[src/rtl/qnigma_pkg.sv]
// Shared types and constants for the qnigma packet read path.
// Holds the packet-reader FSM encoding and the skid-buffer depth.
package qnigma_pkg;

   typedef enum logic {
      ST_IDLE = 1'b0,
      ST_RUN  = 1'b1
   } state_t;

   localparam int BUF_DEPTH = 3;
   localparam int BUF_CW    = 2;
   localparam logic [BUF_CW-1:0] BUF_FULL = BUF_CW'(BUF_DEPTH);

   // Ring-pointer advance that wraps at BUF_DEPTH rather than at a power of two.
   function automatic logic [BUF_CW-1:0] buf_ptr_inc(input logic [BUF_CW-1:0] p);
      return (p == BUF_CW'(BUF_DEPTH - 1)) ? '0 : p + 1'b1;
   endfunction

endpackage

[src/rtl/qnigma_fifo_rd_buf.sv]
// Three-entry in-order buffer between the FIFO read port and the output stream.
// A push into a full buffer or a pop from an empty one is ignored.
module qnigma_fifo_rd_buf
   import qnigma_pkg::*;
#(
   parameter int W = 16
) (
   input  logic              clk,
   input  logic              rst,
   input  logic              push,
   input  logic [W-1:0]      din,
   input  logic              pop,
   output logic [W-1:0]      dout,
   output logic [BUF_CW-1:0] cnt
);

   logic [W-1:0]      mem_q [BUF_DEPTH];
   logic [W-1:0]      mem_d [BUF_DEPTH];
   logic [BUF_CW-1:0] wr_ptr_q, wr_ptr_d;
   logic [BUF_CW-1:0] rd_ptr_q, rd_ptr_d;
   logic [BUF_CW-1:0] cnt_q, cnt_d;
   logic              do_push;
   logic              do_pop;

   assign do_push = push && (cnt_q != BUF_FULL);
   assign do_pop  = pop && (cnt_q != '0);

   always_comb begin
      mem_d    = mem_q;
      wr_ptr_d = wr_ptr_q;
      rd_ptr_d = rd_ptr_q;
      cnt_d    = cnt_q;
      if (do_push) begin
         mem_d[wr_ptr_q] = din;
         wr_ptr_d        = buf_ptr_inc(wr_ptr_q);
      end
      if (do_pop) begin
         rd_ptr_d = buf_ptr_inc(rd_ptr_q);
      end
      // Simultaneous push and pop leaves the count untouched.
      case ({do_push, do_pop})
         2'b10:   cnt_d = cnt_q + 1'b1;
         2'b01:   cnt_d = cnt_q - 1'b1;
         default: cnt_d = cnt_q;
      endcase
   end

   always_ff @(posedge clk) begin
      if (rst) begin
         wr_ptr_q <= '0;
         rd_ptr_q <= '0;
         cnt_q    <= '0;
      end else begin
         wr_ptr_q <= wr_ptr_d;
         rd_ptr_q <= rd_ptr_d;
         cnt_q    <= cnt_d;
      end
   end

   always_ff @(posedge clk) begin
      mem_q <= mem_d;
   end

   assign dout = mem_q[rd_ptr_q];
   assign cnt  = cnt_q;

endmodule

[src/rtl/qnigma_fifo_pkt_rd.sv]
// Reads one packet of len words from a single-clock FIFO and emits it as a
// valid/ready stream with sof/eof framing and a done pulse.
module qnigma_fifo_pkt_rd
   import qnigma_pkg::*;
#(
   parameter int W  = 16,
   parameter int LW = 16
) (
   input  logic          clk,
   input  logic          rst,
   input  logic          start,
   input  logic [LW-1:0] len,
   output logic          fifo_read,
   input  logic [W-1:0]  fifo_data,
   input  logic          fifo_valid,
   input  logic          fifo_empty,
   output logic [W-1:0]  m_dat,
   output logic          m_val,
   output logic          m_sof,
   output logic          m_eof,
   input  logic          m_rdy,
   output logic          busy,
   output logic          done,
   output logic          err,
   output state_t        dbg_state
);

   // Stream handshake: a word transfers on a rising edge where m_val && m_rdy;
   // once m_val is high, m_dat/m_sof/m_eof hold until that transfer.

   state_t            state_q, state_d;
   logic [LW-1:0]     len_q, len_d;
   logic [LW-1:0]     issued_q, issued_d;
   logic [LW-1:0]     sent_q, sent_d;
   logic              inflight_q, inflight_d;
   logic              err_q, err_d;
   logic              done_q, done_d;

   logic [W-1:0]      buf_dout;
   logic [BUF_CW-1:0] buf_cnt;
   logic              buf_full;
   logic [2:0]        occ;
   logic              rd_en;
   logic              push;
   logic              hs;

   // Credit check uses only registered counts, so m_rdy never reaches fifo_read.
   assign occ      = {1'b0, buf_cnt} + {2'b00, inflight_q};
   assign buf_full = (buf_cnt == BUF_FULL);
   assign rd_en    = !rst && (state_q == ST_RUN) && !fifo_empty &&
                     (issued_q < len_q) && (occ < 3'(BUF_DEPTH));
   assign push     = fifo_valid && inflight_q && !buf_full;
   assign hs       = m_val && m_rdy;

   qnigma_fifo_rd_buf #(.W(W)) u_buf (
      .clk  (clk),
      .rst  (rst),
      .push (push),
      .din  (fifo_data),
      .pop  (hs),
      .dout (buf_dout),
      .cnt  (buf_cnt)
   );

   always_comb begin
      state_d    = state_q;
      len_d      = len_q;
      issued_d   = issued_q;
      sent_d     = sent_q;
      inflight_d = inflight_q;
      err_d      = err_q;
      done_d     = 1'b0;

      if (rd_en) begin
         issued_d   = issued_q + LW'(1);
         inflight_d = 1'b1;
      end else if (fifo_valid) begin
         inflight_d = 1'b0;
      end

      // Unsolicited or overflowing read data is dropped and flagged.
      if (fifo_valid && (!inflight_q || buf_full)) begin
         err_d = 1'b1;
      end

      case (state_q)
         ST_IDLE: begin
            if (start && (len != '0)) begin
               len_d    = len;
               issued_d = '0;
               sent_d   = '0;
               state_d  = ST_RUN;
            end
         end
         ST_RUN: begin
            if (hs) begin
               sent_d = sent_q + LW'(1);
               if (m_eof) begin
                  state_d = ST_IDLE;
                  done_d  = 1'b1;
               end
            end
         end
         default: state_d = ST_IDLE;
      endcase
   end

   always_ff @(posedge clk) begin
      if (rst) begin
         state_q    <= ST_IDLE;
         len_q      <= '0;
         issued_q   <= '0;
         sent_q     <= '0;
         inflight_q <= 1'b0;
         err_q      <= 1'b0;
         done_q     <= 1'b0;
      end else begin
         state_q    <= state_d;
         len_q      <= len_d;
         issued_q   <= issued_d;
         sent_q     <= sent_d;
         inflight_q <= inflight_d;
         err_q      <= err_d;
         done_q     <= done_d;
      end
   end

   // Outputs are masked by rst so they read zero while reset is held.
   assign fifo_read = rd_en;
   assign m_val     = (buf_cnt != '0) && !rst;
   assign m_dat     = m_val ? buf_dout : '0;
   assign m_sof     = m_val && (sent_q == '0);
   assign m_eof     = m_val && (sent_q == (len_q - LW'(1)));
   assign busy      = (state_q == ST_RUN) && !rst;
   assign done      = done_q && !rst;
   assign err       = err_q && !rst;
   assign dbg_state = state_q;

endmodule

[config.mk]
export PLATFORM = sky130hd
export DESIGN_NAME = qnigma_fifo_pkt_rd
export DESIGN_NICKNAME = d
export VERILOG_FILES = /design/src/rtl/qnigma_pkg.sv /design/src/rtl/qnigma_fifo_rd_buf.sv /design/src/rtl/qnigma_fifo_pkt_rd.sv
export SDC_FILE = /design/constraint.sdc
export NUM_CORES = 1
export LEC_CHECK = 0
export CORE_MARGIN = 4
export CORE_UTILIZATION = 50
export CTS_CLUSTER_DIAMETER = 30
export DETAILED_ROUTE_END_ITERATION = 8
export PLACE_DENSITY = 0.79
export RECOVER_POWER = 100
export SLEW_MARGIN = 20
export SYNTH_ARGS = -nofsm -noshare
export SYNTH_HDL_FRONTEND = slang
export SYNTH_SLANG_ARGS = --single-unit
[constraint.sdc]
create_clock -name clk -period 4.6 [get_ports clk]
set_clock_uncertainty 0.2 [all_clocks]
set_input_delay 1.38 -clock clk [delete_from_list [all_inputs] [get_ports clk]]
set_output_delay 1.38 -clock clk [all_outputs]
set_load 0.005 [all_outputs]
==> results of run 1 <==
==> repair_timing <==
action | 4_1_cts | 5_1_grt
gates resized for setup | 7 | 7
pin swaps | 3 | 5
setup endpoints to repair | 5 | 3
endpoints found under the hold margin | 0 | 0
setup buffers | 1 | 2
==> power groups by stage <==
stage	logic [µW]	registers, µW	clock network [µW]
floorplan	126	1030	0
global placement	194	1040	0
detailed placement	199	1040	0
CTS	201	1020	612
global route	217	1020	650
finish	198	1020	600
==> registers in the layout, summed over array words and instances (netlist names), 2 cells and up <==
name and flops:
issued_q 16, u_buf.mem_q 48, u_buf.rd_ptr_q 2, u_buf.wr_ptr_q 2, u_buf.cnt 2, sent_q 16
len_q 16
==> synth_stat cells, types with 14 or more instances <==
library cell,number,area share (%)
mux2i_1,33,6.1
a21oi_1,49,4.5
nand3_1,14,1.3
edfxtp_1,48,26
o31ai_1,14,1.9
clkbuf_1,23,1.6
dfxtp_1,58,21
inv_1,23,1.6
nor2_1,76,5.2
ha_1,22,5.1
nand2_1,29,2.0
==> area by class of cell <==
class	instances	area (µm²)
Sequential cell	106	2600
Clock inverter	6	67.6
Fill cell	842	4020
Tap cell	136	170
Timing Repair Buffer	80	722
Clock buffer	10	149
Multi-Input combinational cell	401	2650
Inverter	23	86.3
==> layout by cell type, fill, tap and decap left out, types with 14 or more instances in the layout <==
cell             instances
inv_1                   23
edfxtp_1                48
dfxtp_1                 58
a21oi_1                 49
mux2i_1                 33
o31ai_1                 14
ha_1                    22
nand3_1                 14
clkdlybuf4s50_1         19
nand2_1                 29
nor2_1                  75
dlygate4sd3_1           39
==> kinds of logic after synthesis <==
group | after synthesis | synth area share [%]
mux | 37 | 6.89
compound gates | 105 | 12.2
buf+inv | 53 | 3.88
flops | 106 | 47.8
fa+ha+maj | 22 | 5.06
simple gates | 215 | 20.6
xor+xnor | 22 | 3.54
==> layer usage <==
| layer | part of all wire (%) | vias up |
|---|---|---|
| met5 | 0 | - |
| met4 | 1.7 | 0 |
| met3 | 7.0 | 24 |
| met2 | 49 | 153 |
| met1 | 43 | 2110 |
| li1 | - | 2165 |
==> path summary, 6_finish.rpt <==
check,end,slack [ns],start,depth (start not counted)
worst max-delay path,fifo_read,0.1,fifo_empty,8
worst min-delay path,issued_q[15],0.30,issued_q[15],2
worst max register to register,issued_q[11],1.68,len_q[1],10
worst min register to register,issued_q[15],0.30,issued_q[15],2
==> critical path, stage by stage <==
cell	delay [ns]
clkdlybuf4s50_1	0.40
nor3_1	0.13
nand3_1	0.11
a31oi_2	0.18
o41ai_2	0.11
or2_2	0.32
inv_1	0.07
dlygate4sd2_1	0.23
==> per-stage QoR <==
| stage | power, µW | setup slack (ns) | setup TNS, ns |
|---|---|---|---|
| after floorplan | 1150 | 0.144 | 0 |
| after global placement | 1230 | -0.695 | -1.13 |
| after detailed placement | 1240 | -0.676 | -1.18 |
| after CTS | 1830 | -0.00827 | -0.00827 |
| after global routing | 1890 | -0.000675 | -0.000675 |
| final | 1810 | 0.0971 | 0 |
==> flow_metrics.tcl, run 1 <==
set metrics [dict create \
    power.share.clock_pct 33.1 \
    finalWirelength_um 12400 \
    cts_inserted_buffers 9 \
    synthesis.instances 560 \
    design_area_mm2 0.00645 \
    setup.worst_path.start_class "input port" \
    vias_per_cell 5.84 \
    maxCapViolations 0 \
    antenna_found_initial 0 \
    critPathCaptureType "output pin" \
    syn_nets 620 \
    switching_share_pct 26.1 \
    placed_cells 743 \
    clockRootBuffer "clkbuf_8" \
    dieArea_mm2 0.0126 \
    io_buffers 61 \
    dpl.hpwl_um 8930 \
    synth_seq_cells 106 \
    setup_viol 0 \
    gr-usage-all-layers_pct 19.8 \
    chipHeight_um 112 \
    initial_core_util_pct 52.0 \
    critical_path_class "in2out" \
    crit_required_ns 3.02 \
    grt_busiest_layer "met2" \
    io_pins 62 \
    fin_hold_ws_ns 0.300 \
    vias 4452 \
    seqPwrFrac_pct 56.0 \
    grt-ovfl-total 0 \
    fin_nets 681 \
    drc_errors 0 \
    synth_flop_cell "dfxtp_1" \
    met1_usage_pct 25.1 \
    worstPathMaxFanout 2 \
    synth-async-reset-ratio_pct 0 \
    ys_warn_count 0 \
    hold_violations 0 \
    tightest_slew_ns 1.34 \
    wl_per_cell_um 16.3 \
    place.gp.congestion 0.837 \
    syn-cell-area_mm2 0.00544 \
    critPathArrivalTime_ns 2.92 \
    cts_tree "done" \
    grtUsageMet2_pct 33.6 \
    hold_class "reg2reg" \
    grt_pass1_wl_um 20500 \
    status "completed" \
    p_leak_uw 0.00240 \
    cts_num_sinks 106 \
    clk_latency_ns 0.38 \
    peakVddDrop_v 0.000171 \
    clockBufferDepth 2 \
    antenna_left 0 \
    h-tree-depth 3 \
    drv_slew 0 \
    final_util_pct 61.6 \
    dpl_cell_area_mm2 0.00624 \
    p_per_area_mw_per_mm2 281 \
    first_global_vias 4370 \
    clkTransAtPathRegs_ns 0.11 \
    synth-edff-count 48 \
    yosysSeqAreaShare_pct 47.8 \
    relSlewSlack_pct 10.7 \
    syn_avg_cell_area_um2 9.72 \
    p_comb_share_pct 10.9 \
    grt_max_degree 44 \
    fp.dieW_um 112 \
    postCtsHoldBufs 0 \
    rows 37 \
    fmax_ghz 0.222 \
    finalCriticalPeriod_ns 4.50 \
    switching_power_uw 474 \
    core_region_area_mm2 0.0105 \
    gr-usage-met3_pct 4.47 \
    finalCritPeriodShare_pct 97.9 \
    final_cell_count_no_fill 762 \
    first_iter_violations 266 \
    p_int_uw 1340 \
    firstDrtPassIters 5 \
    layout-drive-gt1-share_pct 7.67 \
    syn_to_final_growth_pct 18.4 \
    synthDistinctLibCells 58 \
    diodes 0 \
]
(Power assumes the default switching activity.)
==> run 2: changes to the inputs <==
- CAP_MARGIN: not set -> 20
- CTS_CLUSTER_DIAMETER: 30 -> not set
==> results of run 2 <==
The final DEF is identical to that of run 1; final timing and power are the same.
==> run 3: changes to the inputs <==
--- a/config.mk
+++ b/config.mk
@@ -11,5 +11,5 @@
 export DETAILED_ROUTE_END_ITERATION = 8
 export PLACE_DENSITY = 0.79
-export RECOVER_POWER = 100
+export RECOVER_POWER = 50
 export SLEW_MARGIN = 20
 export SYNTH_ARGS = -nofsm -noshare
==> constraint.sdc (replaced) <==
create_clock -name clk -period 4.6 [get_ports clk]
set_clock_uncertainty 0.2 [all_clocks]
set_input_delay 1.38 -clock clk [delete_from_list [all_inputs] [get_ports clk]]
set_output_delay 1.38 -clock clk [all_outputs]
set_load 0.1 [all_outputs]
==> run 3 against run 2 <==
Die area unchanged; largest power group unchanged; highest routed layer unchanged; largest cell class unchanged; global-route usage increased by 0.86 points; critical path depth unchanged.
==> flow_metrics.tcl, run 3 (same netlist as run 1, synthesis figures left out) <==
set metrics [dict create \
    grt_max_degree 44 \
    layout-drive-gt1-share_pct 13.1 \
    hold_class "reg2reg" \
    critPathCaptureType "output pin" \
    critical_path_class "in2out" \
    grtUsageMet2_pct 34.9 \
    finalCriticalPeriod_ns 4.49 \
    firstDrtPassIters 5 \
    cts_num_sinks 106 \
    status "completed" \
    worstPathMaxFanout 2 \
    gr-usage-met3_pct 4.15 \
    vias_per_cell 5.85 \
    tightest_slew_ns 1.32 \
    rows 37 \
    io_buffers 61 \
    setup_ws_ns 0.113 \
    grt_busiest_layer "met2" \
    chipHeight_um 112 \
    dieArea_mm2 0.0126 \
    clk_latency_ns 0.38 \
    antenna_left 0 \
    rsz0062_at_grt "no" \
    fmax_ghz 0.223 \
    syn_to_final_growth_pct 23.3 \
    relSlewSlack_pct 11.9 \
    layout_commonest_cell "nor2_1" \
    largest_register "u_buf.mem_q" \
    maxCapViolations 0 \
    antenna_found_initial 0 \
    final_cell_count_no_fill 761 \
    crit_family "buffers and inverters" \
    largest_reg_flops 48 \
    finalCritPeriodShare_pct 97.5 \
    wl_per_cell_um 16.7 \
    layout.cells.most_common_list "71 x nor2_1, 58 x dfxtp_1, 49 x a21oi_1" \
    met1_usage_pct 26.5 \
    diodes 0 \
    fp.dieW_um 112 \
    postCtsHoldBufs 0 \
    critPathArrivalTime_ns 2.91 \
    grt_pass1_wl_um 21000 \
    cpPeakStageDelay_ns 0.43 \
    drc_errors 0 \
    dpl.hpwl_um 9430 \
    placed_cells 743 \
    h-tree-depth 3 \
    clkTransAtPathRegs_ns 0.11 \
    place.gp.congestion 0.894 \
    p_leak_uw 0.00241 \
    crit_required_ns 3.02 \
    cts_tree "done" \
    crit_path_top_delay_cell "clkdlybuf4s50_1" \
    path_cells "clkdlybuf4s50_1, nor3_2, nand3_1, a31oi_1, o41ai_1, or2_4, clkinvlp_4, buf_12" \
    p_per_area_mw_per_mm2 270 \
    drv_slew 0 \
    pre_cts_ws_ns -0.115 \
    setup_viol 0 \
    clockBufferDepth 2 \
    clockRootBuffer "clkbuf_8" \
    io_pins 62 \
    finalWirelength_um 12700 \
    crit_buf_inv 3 \
    gr-usage-all-layers_pct 20.6 \
    first_iter_violations 342 \
    vias 4453 \
    grt-ovfl-total 0 \
    setup.worst_path.start_class "input port" \
    fin_nets 680 \
    hold_violations 0 \
    r2r_setup_slack_ns 1.65 \
    peakVddDrop_v 0.000167 \
    cts_inserted_buffers 9 \
    first_global_vias 4316 \
    core_region_area_mm2 0.0105 \
    initial_core_util_pct 52.0 \
]
run 3: cell count changes in the layout (fill, tap and decap cells not counted), moves of 3 or more:
cell / delta
nor2_1: -4
inv_6: +3
clkbuf_1: -3
nor2b_1: -3
buf_12: +23
dlygate4sd3_1: -21
run 3: routing by layer:
layer	share of wire, %	wire (µm)	up-vias
met4	1.6	205	0
li1	-	-	2166
met3	5.5	707	19
met2	49	6220	149
met1	44	5610	2119
met5	0	0	-
run 3: area by class of cell:
type | count | area (µm²)
Clock buffer | 9 | 124
Clock inverter | 7 | 67.6
Fill cell | 853 | 3750
Inverter | 23 | 91.3
Multi-Input combinational cell | 401 | 2690
Sequential cell | 106 | 2600
Tap cell | 136 | 170
Timing Repair Buffer | 79 | 965
run 3: power by group:
part	internal (µW)	switching, µW
registers	996	22.8
clock network	212	350
logic	103	130
run 3: worst reg2reg max path: cells and delay by family (launching register included):
| kind | cells | cell delay (ns) |
|---|---|---|
| compound gates | 6 | 1.40 |
| flops | 1 | 0.50 |
| buf+inv | 4 | 0.47 |
| fa+ha+maj | 1 | 0.26 |
run 3: final timing paths:
kind | cells past startpoint | startpoint | endpoint
worst max-delay path | 8 | fifo_empty | fifo_read
worst min-delay path | 2 | issued_q[15] | issued_q[15]
worst max register to register | 11 | len_q[0] | dbg_state
worst min register to register | 2 | issued_q[15] | issued_q[15]
run 3: stage by stage:
stage                     util [%]  TNS (ns)  hold slack, ns  power, µW  area [µm²]
after global placement        62.4    -0.101           0.239       1270        6530
after detailed placement      62.5    -0.125           0.284       1280        6540
final                         64.2         0           0.303       1810        6710
after global routing          64.2         0           0.334       1890        6710
after CTS                     64.4         0           0.301       1830        6740
after floorplan                  -     -2.53           0.229       1190        5510
run 3: repair_timing:
action	4_1_cts	5_1_grt
gates resized for setup	4	0
setup endpoints to repair	2	1
pin swaps	5	2
setup buffers	1	1
